--- config.mk ---
export PLATFORM = sky130hd
export DESIGN_NAME = mux_sync_tx
export DESIGN_NICKNAME = d
export VERILOG_FILES = /design/src/rtl/mux_sync_tx.sv
export SDC_FILE = /design/constraint.sdc
export NUM_CORES = 1
export LEC_CHECK = 0
export ABC_AREA = 1
export CAP_MARGIN = 10
export CELL_PAD_IN_SITES_DETAIL_PLACEMENT = 0
export CELL_PAD_IN_SITES_GLOBAL_PLACEMENT = 1
export CORE_MARGIN = 2
export CORE_UTILIZATION = 30
export CTS_CLUSTER_SIZE = 25
export DETAILED_ROUTE_END_ITERATION = 6
export PLACE_DENSITY = 0.71
export SLEW_MARGIN = 0
export SYNTH_ARGS = -nofsm -noshare
export SYNTH_HDL_FRONTEND = slang
export SYNTH_SLANG_ARGS = --single-unit
--- constraint.sdc ---
create_clock -name clk -period 1.2 [get_ports clk]
set_clock_uncertainty 0.15 [all_clocks]
set_input_delay 0.12 -clock clk [delete_from_list [all_inputs] [get_ports clk]]
set_output_delay 0.12 -clock clk [all_outputs]
set_load 0.02 [all_outputs]
--- src/rtl/mux_sync_tx.sv ---
// Source-side transmitter of a mux-synchronizer crossing: holds an accepted word
// on a registered bus while a four-phase req/ack handshake runs with the destination.
module mux_sync_tx #(
  parameter int DSIZE       = 32,
  parameter int SYNC_STAGES = 2,
  parameter int CNT_W       = 16
) (
  input  logic             clk,
  input  logic             rst_n,
  input  logic [DSIZE-1:0] src_data,
  input  logic             src_valid,
  output logic             src_ready,
  output logic [DSIZE-1:0] data_out,
  output logic             enable,
  input  logic             ack,
  output logic             done,
  output logic [CNT_W-1:0] xfer_cnt,
  output logic             proto_err
);

  typedef enum logic [1:0] {
    IDLE    = 2'd0,
    REQ     = 2'd1,
    RELEASE = 2'd2
  } state_t;

  state_t                 state_r;
  state_t                 state_nxt_s;
  logic [SYNC_STAGES-1:0] ack_sync_r;
  logic                   ack_s;
  logic                   ack_s_d_r;
  logic [DSIZE-1:0]       data_r;
  logic                   enable_r;
  logic                   done_r;
  logic [CNT_W-1:0]       cnt_r;
  logic                   err_r;
  logic                   accept_s;
  logic                   ack_taken_s;
  logic                   ack_rise_s;

  // ack synchronizer chain plus the delayed copy used for rise detection
  always_ff @(posedge clk or negedge rst_n) begin
    if (!rst_n) begin
      ack_sync_r <= {SYNC_STAGES{1'b0}};
      ack_s_d_r  <= 1'b0;
    end else begin
      ack_sync_r <= {ack_sync_r[SYNC_STAGES-2:0], ack};
      ack_s_d_r  <= ack_s;
    end
  end

  assign ack_s       = ack_sync_r[SYNC_STAGES-1];
  assign accept_s    = (state_r == IDLE) & src_valid;
  assign ack_taken_s = (state_r == REQ) & ack_s;
  assign ack_rise_s  = ack_s & ~ack_s_d_r;

  // next-state decode of the four-phase handshake
  always_comb begin
    state_nxt_s = state_r;
    case (state_r)
      IDLE: begin
        if (src_valid) state_nxt_s = REQ;
        else           state_nxt_s = IDLE;
      end
      REQ: begin
        if (ack_s) state_nxt_s = RELEASE;
        else       state_nxt_s = REQ;
      end
      RELEASE: begin
        if (!ack_s) state_nxt_s = IDLE;
        else        state_nxt_s = RELEASE;
      end
      default: state_nxt_s = IDLE;
    endcase
  end

  // state register and registered outputs; data only loads on an IDLE accept
  always_ff @(posedge clk or negedge rst_n) begin
    if (!rst_n) begin
      state_r  <= IDLE;
      data_r   <= {DSIZE{1'b0}};
      enable_r <= 1'b0;
      done_r   <= 1'b0;
      cnt_r    <= {CNT_W{1'b0}};
      err_r    <= 1'b0;
    end else begin
      state_r  <= state_nxt_s;
      enable_r <= (state_nxt_s == REQ);
      done_r   <= ack_taken_s;
      if (accept_s) begin
        data_r <= src_data;
      end
      if (ack_taken_s) begin
        cnt_r <= cnt_r + {{(CNT_W-1){1'b0}}, 1'b1};
      end
      // an ack rising while no request is outstanding is a destination fault
      if ((state_r == IDLE) && ack_rise_s) begin
        err_r <= 1'b1;
      end
    end
  end

  assign src_ready = (state_r == IDLE);
  assign data_out  = data_r;
  assign enable    = enable_r;
  assign done      = done_r;
  assign xfer_cnt  = cnt_r;
  assign proto_err = err_r;

endmodule

==> results.sh, run 1 <==
export IMPL_wl_met3_microns=345
export IMPL_core_sq_um=7331
export IMPL_nFillCells=659
export IMPL_critical_path_slowest_cell="dfrtp_2"
export IMPL_drtIter0Drc=37
export IMPL_globalplace_congestion=0.7418
export IMPL_wl_met1_microns=2158
export IMPL_rrSetupSlack_ns=-0.21
export IMPL_ys_seq_area_share_pct=60.94
export IMPL_synth_nets=226
export IMPL_syn_area_sq_um=2300
export IMPL_root_buffer="clkbuf_8"
export IMPL_rsz0062_at_grt="true"
export IMPL_drv_slew=0
export IMPL_path_clk_slew_ns=0.10
export IMPL_die_width_microns=91.56
export IMPL_route_detailed_wl_per_inst_microns=11.97
export IMPL_synth_seq_cells=56
export IMPL_grt_remaining_overflow=0
export IMPL_fin_crit_sh_pct=117.7
export IMPL_r2r_start="state_r[0]"
export IMPL_grt_pass1_vias=1748
export IMPL_cp_end_kind="flip-flop"
export IMPL_clock_latency_ns=0.30
export IMPL_yosysTopAreaCellShare_pct=60.94
export IMPL_die_area_sq_um=8382
export IMPL_rows=31
export IMPL_ys_types=21
export IMPL_antennaDiodeCount=0
export IMPL_startpoint="state_r[0]"
export IMPL_seq_area_sq_um=1415
export IMPL_top_layer_used="met4"
export IMPL_synth_area_leaders="dfrtp_1 (61%), mux2_2 (16%), nand2_1 (4.9%), inv_1 (2.8%), xor2_1 (2.7%)"
export IMPL_multi_input_area_sq_um=893.4
export IMPL_avgSynthCellArea_sq_um=12.17
export IMPL_slew_headroom_pct=80.21
export IMPL_path_max_fanout=24
export IMPL_gr_usage_all_layers_pct=12.28
export IMPL_tightest_slew_ns=0.2969
export IMPL_h_tree_depth=2
export IMPL_setup_viol=52
export IMPL_cpPeakStageDelay_ns=0.45
export IMPL_irDropWorstVdd_mv=1.209
export IMPL_wl_met2_microns=2432
export IMPL_dpl_hpwl_microns=3538
export IMPL_ctsLongestPathBuffers=2
export IMPL_dr_pass1_iters=4
export IMPL_vias=1757
export IMPL_violations="negative setup slack"
export IMPL_ios=88
export IMPL_cp_arrival_ns=1.46
export IMPL_ys_warn_count=0
export IMPL_whs_ns=0.09283
export IMPL_crit_path_end="data_out[24]"
export IMPL_wirelength_microns=4968
export IMPL_netlist_instances=189
export IMPL_crit_chain="nor2_4 -> nand2_4 -> buf_12 -> mux2_2"
export IMPL_rr_worst_depth=4
export IMPL_syn2layout_area_growth_pct=57.89
export IMPL_io_buffers=87
export IMPL_setup_worst_path_start_class="flip-flop"
export IMPL_grt_pass1_wl_microns=8321
export IMPL_grt_max_degree=57
export IMPL_fmax_mhz=707.8
export IMPL_yosys_area_top_type="dfrtp_1"
export IMPL_required_ns=1.24
export IMPL_dp_cells=395
export IMPL_final_cells=415
export IMPL_cts_sink_count=56
export IMPL_p_leak_nw=1.656
export IMPL_hold_path_class="input pin to flip-flop"
export IMPL_r2r_end="data_out[24]"
export IMPL_hold_violations=0
export IMPL_initial_core_util_pct=31.37
export IMPL_ant_nets=0
export IMPL_antenna_found_initial=0
export IMPL_nNetsFinal=352
export IMPL_status="finished with violations"
export IMPL_drt_vias_per_instance=4.234
export IMPL_cts_buffers=5
export IMPL_powerDensity_nw_per_um2=2108
export IMPL_fin_ws_ns=-0.2128
export IMPL_drv_cap=0
export IMPL_drc_errors=0
export IMPL_drive_gt1_share_pct=51.58
export IMPL_layout_min_cycle_time_ns=1.413
export IMPL_cts_tree="built"
export IMPL_die_y_microns=91.56
export IMPL_path_class="flip-flop to flip-flop"
[power by group]
group	switching, mW	internal [mW]	leakage (nW)	total (mW)
logic	1.74	1.64	0.925	3.39
registers	0.404	2.57	0.669	2.98
clock network	0.608	0.683	0.0614	1.29
[metrics by stage]
step	util (%)	worst slack, ns	TNS (ns)	power [mW]	area (sq um)
after floorplan	-	-0.2236	-7.831	4.879	2384
after global placement	48.25	-0.2759	-12.07	6.692	3537
after detailed placement	48.25	-0.2919	-12.58	6.755	3537
after CTS	48.20	-0.2279	-8.771	7.664	3533
after global routing	49.53	-0.2753	-11.76	8.112	3631
final	49.53	-0.2128	-8.451	7.654	3631
[logic make-up after synthesis]
group                    count (synthesis)  share of synthesized area (%)
adder cells (fa/ha/maj)                  1                         0.5440
XOR/XNOR                                10                          3.809
flip-flops                              56                          60.94
multiplexers                            32                          15.67
AND/OR/NAND/NOR                         63                          13.11
AO/OA/AOI/OAI                            7                          1.686
buffers and inverters                   20                          4.244
[Yosys cell counts]
cell / n
nor2_1: 12
a21oi_1: 2
nand2_1: 30
nand4_1: 4
nor2_2: 1
buf_6: 3
inv_1: 17
nor2_4: 2
nand3_1: 7
xor2_1: 7
o21ai_1: 1
nand2_4: 1
nand2_2: 1
xnor2_1: 3
mux2_2: 32
a31o_2: 1
nand3_4: 1
dfrtp_1: 56
nor3_1: 4
ha_1: 1
o21ai_0: 3
[worst max-delay path: cells and delay by family, from the launching register on]
| kind | cells | cell delay [ns] |
|---|---|---|
| DFF | 1 | 0.45 |
| muxes | 1 | 0.28 |
| and+or+nand+nor | 2 | 0.25 |
| buffers and inverters | 1 | 0.17 |
[how the worst min path moves through the flow]
stage | start | endpoint | cells past startpoint
floorplan | rst_n | ack_s_d_r | 0
global placement | rst_n | xfer_cnt[6] | 2
detailed placement | rst_n | xfer_cnt[8] | 2
CTS | ack | ack_sync_r[0] | 1
global route | ack | ack_sync_r[0] | 1
finish | ack | ack_sync_r[0] | 1
[flip-flops by register name (all words and copies together), names as in the netlist]
signal and cells:
state_r 2, ack_sync_r 2, proto_err 1, enable 1, done 1, ack_s_d_r 1, xfer_cnt 16, data_out 32
[cells in the final DEF, fill, tap and decap left out, types with 3 or more instances in the layout]
cell             Yosys  final
xnor2_1              3      3
nor2_1              12      7
buf_6                3     20
nand2_1             30     27
dfrtp_1             56     45
buf_4                0     23
nand2_2              1      4
buf_2                0     41
nor2_4               2      6
mux2_2              32     32
clkdlybuf4s50_1      0     34
buf_12               0      3
nand4_1              4      4
nand3_1              7      4
inv_1               17     15
dfrtp_2              0     11
xor2_1               7      7
clkbuf_8             0      6
[metal layers]
layer,global-route usage [%],up-vias
met2,19.55,56
met4,3.788,0
met5,0,-
met1,16.21,831
met3,3.402,4
li1,-,866
[final cells by class]
class	instances	area share, %
clock inverter	2	1.068
inverter	17	1.757
tap	99	3.411
timing repair buffer	122	27.91
clock buffer	6	2.274
multi-input combinational	113	24.60
sequential	56	38.97
[repair_timing]
item | 4_1_cts | 5_1_grt
cloned | 1 | 0
gates resized for setup | 230 | 22
pin swaps | 6 | 7
setup buffers | 6 | 4
endpoints found under the hold margin | 56 | 0
hold buffers | 1 | 0
endpoints found under the setup margin | 101 | 65
No activity file was read; power rests on OpenSTA's default activity.
==> run 2, diff against run 1 <==
Settings changed: CORE_UTILIZATION 30 to 36, PLACE_DENSITY 0.71 to 0.81.
Clock period 1.2 ns to 1.8 ns, I/O delays scaled along.
==> run 2 against run 1 <==
  * The flow now finishes without violations
  * Sequential cell count is the same
  * Die area shrank 16%
  * Register-to-register slack gained 0.44 ns
  * Non-clock buffer count shrank 32
  * Hold slack gained 0.074 ns
  * Setup slack gained 0.30 ns
  * Sequential share of layout area grew 2.9 points
  * Routed wire length shrank 7.9%
  * Largest cell class unchanged
  * Largest power group unchanged
==> results.sh, run 2 (same netlist as run 1, synthesis figures left out) <==
export IMPL_path_max_fanout=5
export IMPL_dr_pass1_iters=4
export IMPL_required_ns=1.47
export IMPL_tightest_slew_ns=0.4338
export IMPL_drv_slew=0
export IMPL_drtIter0Drc=34
export IMPL_drc_errors=0
export IMPL_hold_violations=0
export IMPL_io_buffers=87
export IMPL_wl_met1_microns=2191
export IMPL_cpPeakStageDelay_ns=0.64
export IMPL_finalInstanceArea_sq_um=3347
export IMPL_slew_headroom_pct=71.06
export IMPL_initial_core_util_pct=36.64
export IMPL_drv_cap=0
export IMPL_critical_path_slowest_cell="clkdlybuf4s50_1"
export IMPL_grt_max_degree=57
export IMPL_drive_gt1_share_pct=16.96
export IMPL_route_detailed_wl_per_inst_microns=12.71
export IMPL_status="finished, final reports clean"
export IMPL_whs_ns=0.1668
export IMPL_preCtsSetupSlack_ns=0.1183
export IMPL_cp_arrival_ns=1.38
export IMPL_dpl_hpwl_microns=3277
export IMPL_rsz0062_at_grt="false"
export IMPL_core_sq_um=6277
export IMPL_drt_vias_per_instance=4.539
export IMPL_crit_buf_inv=1
export IMPL_die_area_sq_um=7043
export IMPL_grt_pass1_vias=1658
export IMPL_wl_met2_microns=2085
export IMPL_vias=1634
export IMPL_clock_latency_ns=0.30
export IMPL_die_width_microns=83.93
export IMPL_critPathTopFamily="buffers and inverters"
export IMPL_fin_crit_sh_pct=95.24
export IMPL_die_y_microns=83.93
export IMPL_p_leak_nw=1.462
export IMPL_nNetsFinal=320
export IMPL_top_layer_used="met4"
export IMPL_rows=29
export IMPL_gr_usage_all_layers_pct=14.16
export IMPL_crit_chain="clkdlybuf4s50_1"
export IMPL_hold_path_class="input pin to flip-flop"
export IMPL_post_dp_cell_area_sq_um=3256
export IMPL_antennaDiodeCount=0
export IMPL_final_common_cell="clkdlybuf4s50_1"
export IMPL_path_clk_slew_ns=0.09
export IMPL_wirelength_microns=4574
export IMPL_grt_remaining_overflow=0
export IMPL_fmax_mhz=583.3
export IMPL_path_class="flip-flop to output port"
export IMPL_antenna_found_initial=0
export IMPL_ctsLongestPathBuffers=2
export IMPL_fin_ws_ns=0.08565
export IMPL_cts_tree="built"
export IMPL_wl_met3_microns=275
export IMPL_ant_nets=0
export IMPL_root_buffer="clkbuf_8"
export IMPL_cp_end_kind="output port"
export IMPL_h_tree_depth=2
export IMPL_layout_common_cells="clkdlybuf4s50_1 (83), dfrtp_1 (56), mux2_2 (32)"
export IMPL_syn2layout_area_growth_pct=45.54
export IMPL_layout_min_cycle_time_ns=1.714
export IMPL_irDropWorstVdd_mv=0.7522
export IMPL_cts_sink_count=56
export IMPL_largest_register_ffs=32
export IMPL_cts_buffers=5
export IMPL_powerDensity_nw_per_um2=1446
export IMPL_fin_util_pct=53.32
export IMPL_grt_pass1_wl_microns=8010
export IMPL_globalplace_congestion=0.7585
export IMPL_finalSetupTns_ns=0
export IMPL_ios=88
export IMPL_setup_viol=0
export IMPL_setup_worst_path_start_class="flip-flop"
## run 2: changes by cell type in the layout (fill, tap and decap cells not counted), sizes merged
cell | before | now
dlygate4sd2 | 0 | 1
buf | 87 | 3
dlymetal6s2s | 0 | 2
bufinv | 1 | 0
clkdlybuf4s50 | 34 | 83
## run 2: worst paths after layout
path	from	to	slack, ns	depth (start not counted)
max	xfer_cnt[2]	xfer_cnt[2]	0.09	1
min	ack	ack_sync_r[0]	0.17	1
max reg2reg	state_r[0]	data_out[4]	0.23	3
min reg2reg	ack_sync_r[0]	ack_sync_r[1]	0.21	0
max in group asynchronous	rst_n	data_out[13]	0.99	3
min in group asynchronous	rst_n	data_out[30]	0.27	3
## run 2: routing by layer
layer / GRT usage (%) / up-vias
li1: - / 802
met1: 19.54 / 776
met2: 21.82 / 54
met3: 4.154 / 2
met4: 3.959 / 0
met5: 0 / -
## run 2: power by group
part	leakage [nW]	total, mW	switching, mW	internal, mW
registers	0.685	1.97	0.269	1.70
logic	0.736	2.23	1.03	1.20
clock network	0.0410	0.634	0.368	0.266
total	1.46	4.84	1.67	3.17
## run 2: metrics by stage
step           total power, mW  std cells
2_1_floorplan            3.172        189
4_1_cts                  4.925        360
3_5_place_dp             4.274        352
3_3_place_gp             4.223        352
5_1_grt                  5.126        360
6_report                 4.838        360
## run 2: layout make-up
| type | instances | area, sq um |
|---|---|---|
| repair buffers | 90 | 907.1 |
| clock inverters | 1 | 5.005 |
| clock buffers | 6 | 72.57 |
| well taps | 77 | 96.34 |
| flip-flops and latches | 56 | 1401 |
| multi-input cells | 113 | 800.8 |
| fillers | 557 | 2930 |
| inverters | 17 | 63.81 |
## run 2: what timing repair did
action,4_1_cts,5_1_grt
setup endpoints to repair,1,2
hold endpoints to repair,56,0
hold buffers,1,0
buffers inserted,0,0
resized for setup,1,2
==> run 3, diff against run 2 <==
Settings changed: CORE_MARGIN 2 to 4.
==> run 3 against run 2 <==
  * Power grew 2.4%
  * Sequential cell count is the same
  * Critical path depth is the same
  * Count of clock-buffer cells in the layout grew 2
  * Sequential share of layout area shrank 0.28 points
  * Die area grew 9.8%
  * Cell area grew 0.67%
  * First-iteration DRC count shrank 2.9%
  * Hold slack lost 0.0014 ns
  * Routed wire length grew 9.0%
  * Critical endpoint is now xfer_cnt[5]
==> results.sh, run 3 (same netlist as run 1, synthesis figures left out) <==
export IMPL_grt_remaining_overflow=0
export IMPL_drive_gt1_share_pct=17.48
export IMPL_initial_core_util_pct=37.94
export IMPL_ant_nets=0
export IMPL_drt_vias_per_instance=4.632
export IMPL_nFillCells=545
export IMPL_clock_latency_ns=0.31
export IMPL_die_y_microns=87.93
export IMPL_hold_violations=0
export IMPL_hold_path_class="input pin to flip-flop"
export IMPL_h_tree_depth=2
export IMPL_finalInstanceArea_sq_um=3369
export IMPL_drv_cap=0
export IMPL_antennaDiodeCount=0
export IMPL_largest_register_ffs=32
export IMPL_setup_viol=0
export IMPL_slew_headroom_pct=74.77
export IMPL_route_detailed_wl_per_inst_microns=13.81
export IMPL_path_max_fanout=4
export IMPL_layout_common_cells="clkdlybuf4s50_1 (84), dfrtp_1 (56), mux2_2 (32)"
export IMPL_die_width_microns=87.93
export IMPL_vias=1672
export IMPL_rsz0062_at_grt="false"
export IMPL_syn2layout_area_growth_pct=46.52
export IMPL_cts_buffers=5
export IMPL_ctsLongestPathBuffers=2
export IMPL_wirelength_microns=4986
export IMPL_core_sq_um=6061
export IMPL_grt_pass1_wl_microns=8128
export IMPL_tightest_slew_ns=0.3784
export IMPL_final_common_cell="clkdlybuf4s50_1"
export IMPL_ios=88
export IMPL_dpl_hpwl_microns=3783
export IMPL_critPathTopFamily="buffers and inverters"
export IMPL_gr_usage_all_layers_pct=13.56
export IMPL_path_class="flip-flop to output port"
export IMPL_finalSetupTns_ns=0
export IMPL_fin_crit_sh_pct=95.99
export IMPL_cp_arrival_ns=1.40
export IMPL_crit_chain="clkdlybuf4s50_1"
export IMPL_status="finished, final reports clean"
export IMPL_post_dp_cell_area_sq_um=3268
export IMPL_cts_sink_count=56
export IMPL_powerDensity_nw_per_um2=1471
export IMPL_critical_path_slowest_cell="clkdlybuf4s50_1"
export IMPL_die_area_sq_um=7731
export IMPL_required_ns=1.47
export IMPL_root_buffer="clkbuf_8"
export IMPL_crit_buf_inv=1
export IMPL_drtIter0Drc=33
export IMPL_layout_min_cycle_time_ns=1.728
export IMPL_rows=28
export IMPL_setup_worst_path_start_class="flip-flop"
export IMPL_path_clk_slew_ns=0.10
export IMPL_cts_tree="built"
export IMPL_fmax_mhz=578.8
export IMPL_p_leak_nw=1.462
export IMPL_grt_pass1_vias=1754
export IMPL_irDropWorstVdd_mv=0.7474
export IMPL_dr_pass1_iters=4
export IMPL_globalplace_congestion=0.7427
export IMPL_drv_slew=0
export IMPL_cpPeakStageDelay_ns=0.66
export IMPL_cp_end_kind="output port"
export IMPL_antenna_found_initial=0
export IMPL_nNetsFinal=322
export IMPL_drc_errors=0
export IMPL_io_buffers=87
export IMPL_grt_max_degree=31
run 3: cell count changes in the layout (fill, tap and decap cells not counted):
cell / before / now
buf_4: 1 / 3
clkbuf_1: 1 / 2
clkbuf_8: 5 / 6
clkdlybuf4s50_1: 83 / 84
clkinv_2: 1 / 0
dlymetal6s2s_1: 2 / 1
run 3: per-layer routing:
metal | part of all wire [%] | routed length [microns] | global-route usage (%)
met1 | 44 | 2183 | 16.55
met5 | 0 | 0 | 0
met4 | 1.9 | 93 | 5.439
met2 | 45 | 2262 | 22.74
met3 | 9.0 | 447 | 3.669
run 3: report_power, final:
group / leakage, nW / switching, mW / internal (mW) / total, mW
sequential: 0.685 / 0.269 / 1.70 / 1.97
combinational: 0.731 / 1.06 / 1.22 / 2.28
clock: 0.0455 / 0.388 / 0.315 / 0.703
total: 1.46 / 1.71 / 3.24 / 4.96
run 3: timing repair:
item / in CTS / in global routing
endpoints found under the setup margin: 1 / 1
hold endpoints to repair: 56 / 0
resized for setup: 1 / 1
hold buffers: 1 / 0
setup buffers: 0 / 0
run 3: layout make-up:
| class | instances | area [sq um] | share of cell area (%) |
|---|---|---|---|
| Sequential cell | 56 | 1401 | 41.59 |
| Timing Repair Buffer | 92 | 919.6 | 27.29 |
| Multi-Input combinational cell | 113 | 800.8 | 23.77 |
| Tap cell | 75 | 93.84 | 2.785 |
| Clock buffer | 8 | 90.09 | 2.674 |
| Inverter | 17 | 63.81 | 1.894 |
run 3: worst paths after layout:
kind | slack, ns | endpoint | depth (start not counted) | start
max in group asynchronous | 0.94 | enable | 3 | rst_n
worst max-delay path | 0.07 | xfer_cnt[5] | 1 | xfer_cnt[5]
worst min register to register | 0.21 | ack_sync_r[1] | 0 | ack_sync_r[0]
worst min-delay path | 0.17 | ack_sync_r[0] | 1 | ack
worst max register to register | 0.30 | data_out[12] | 4 | state_r[0]
min in group asynchronous | 0.25 | data_out[26] | 3 | rst_n
run 3: through the flow:
| stage | power, mW | hold WS, ns | utilization (%) | instances | worst slack (ns) |
|---|---|---|---|---|---|
| after global placement | 4.271 | 0.05173 | 53.92 | 352 | 0.2104 |
| after floorplan | 3.172 | -0.2656 | - | 189 | 0.3418 |
| after CTS | 5.024 | 0.1565 | 55.55 | 361 | 0.009791 |
| final | 4.956 | 0.1654 | 55.59 | 361 | 0.07219 |
| after detailed placement | 4.318 | 0.05539 | 53.92 | 352 | 0.1926 |
| after global routing | 5.245 | 0.1631 | 55.59 | 361 | 0.01550 |
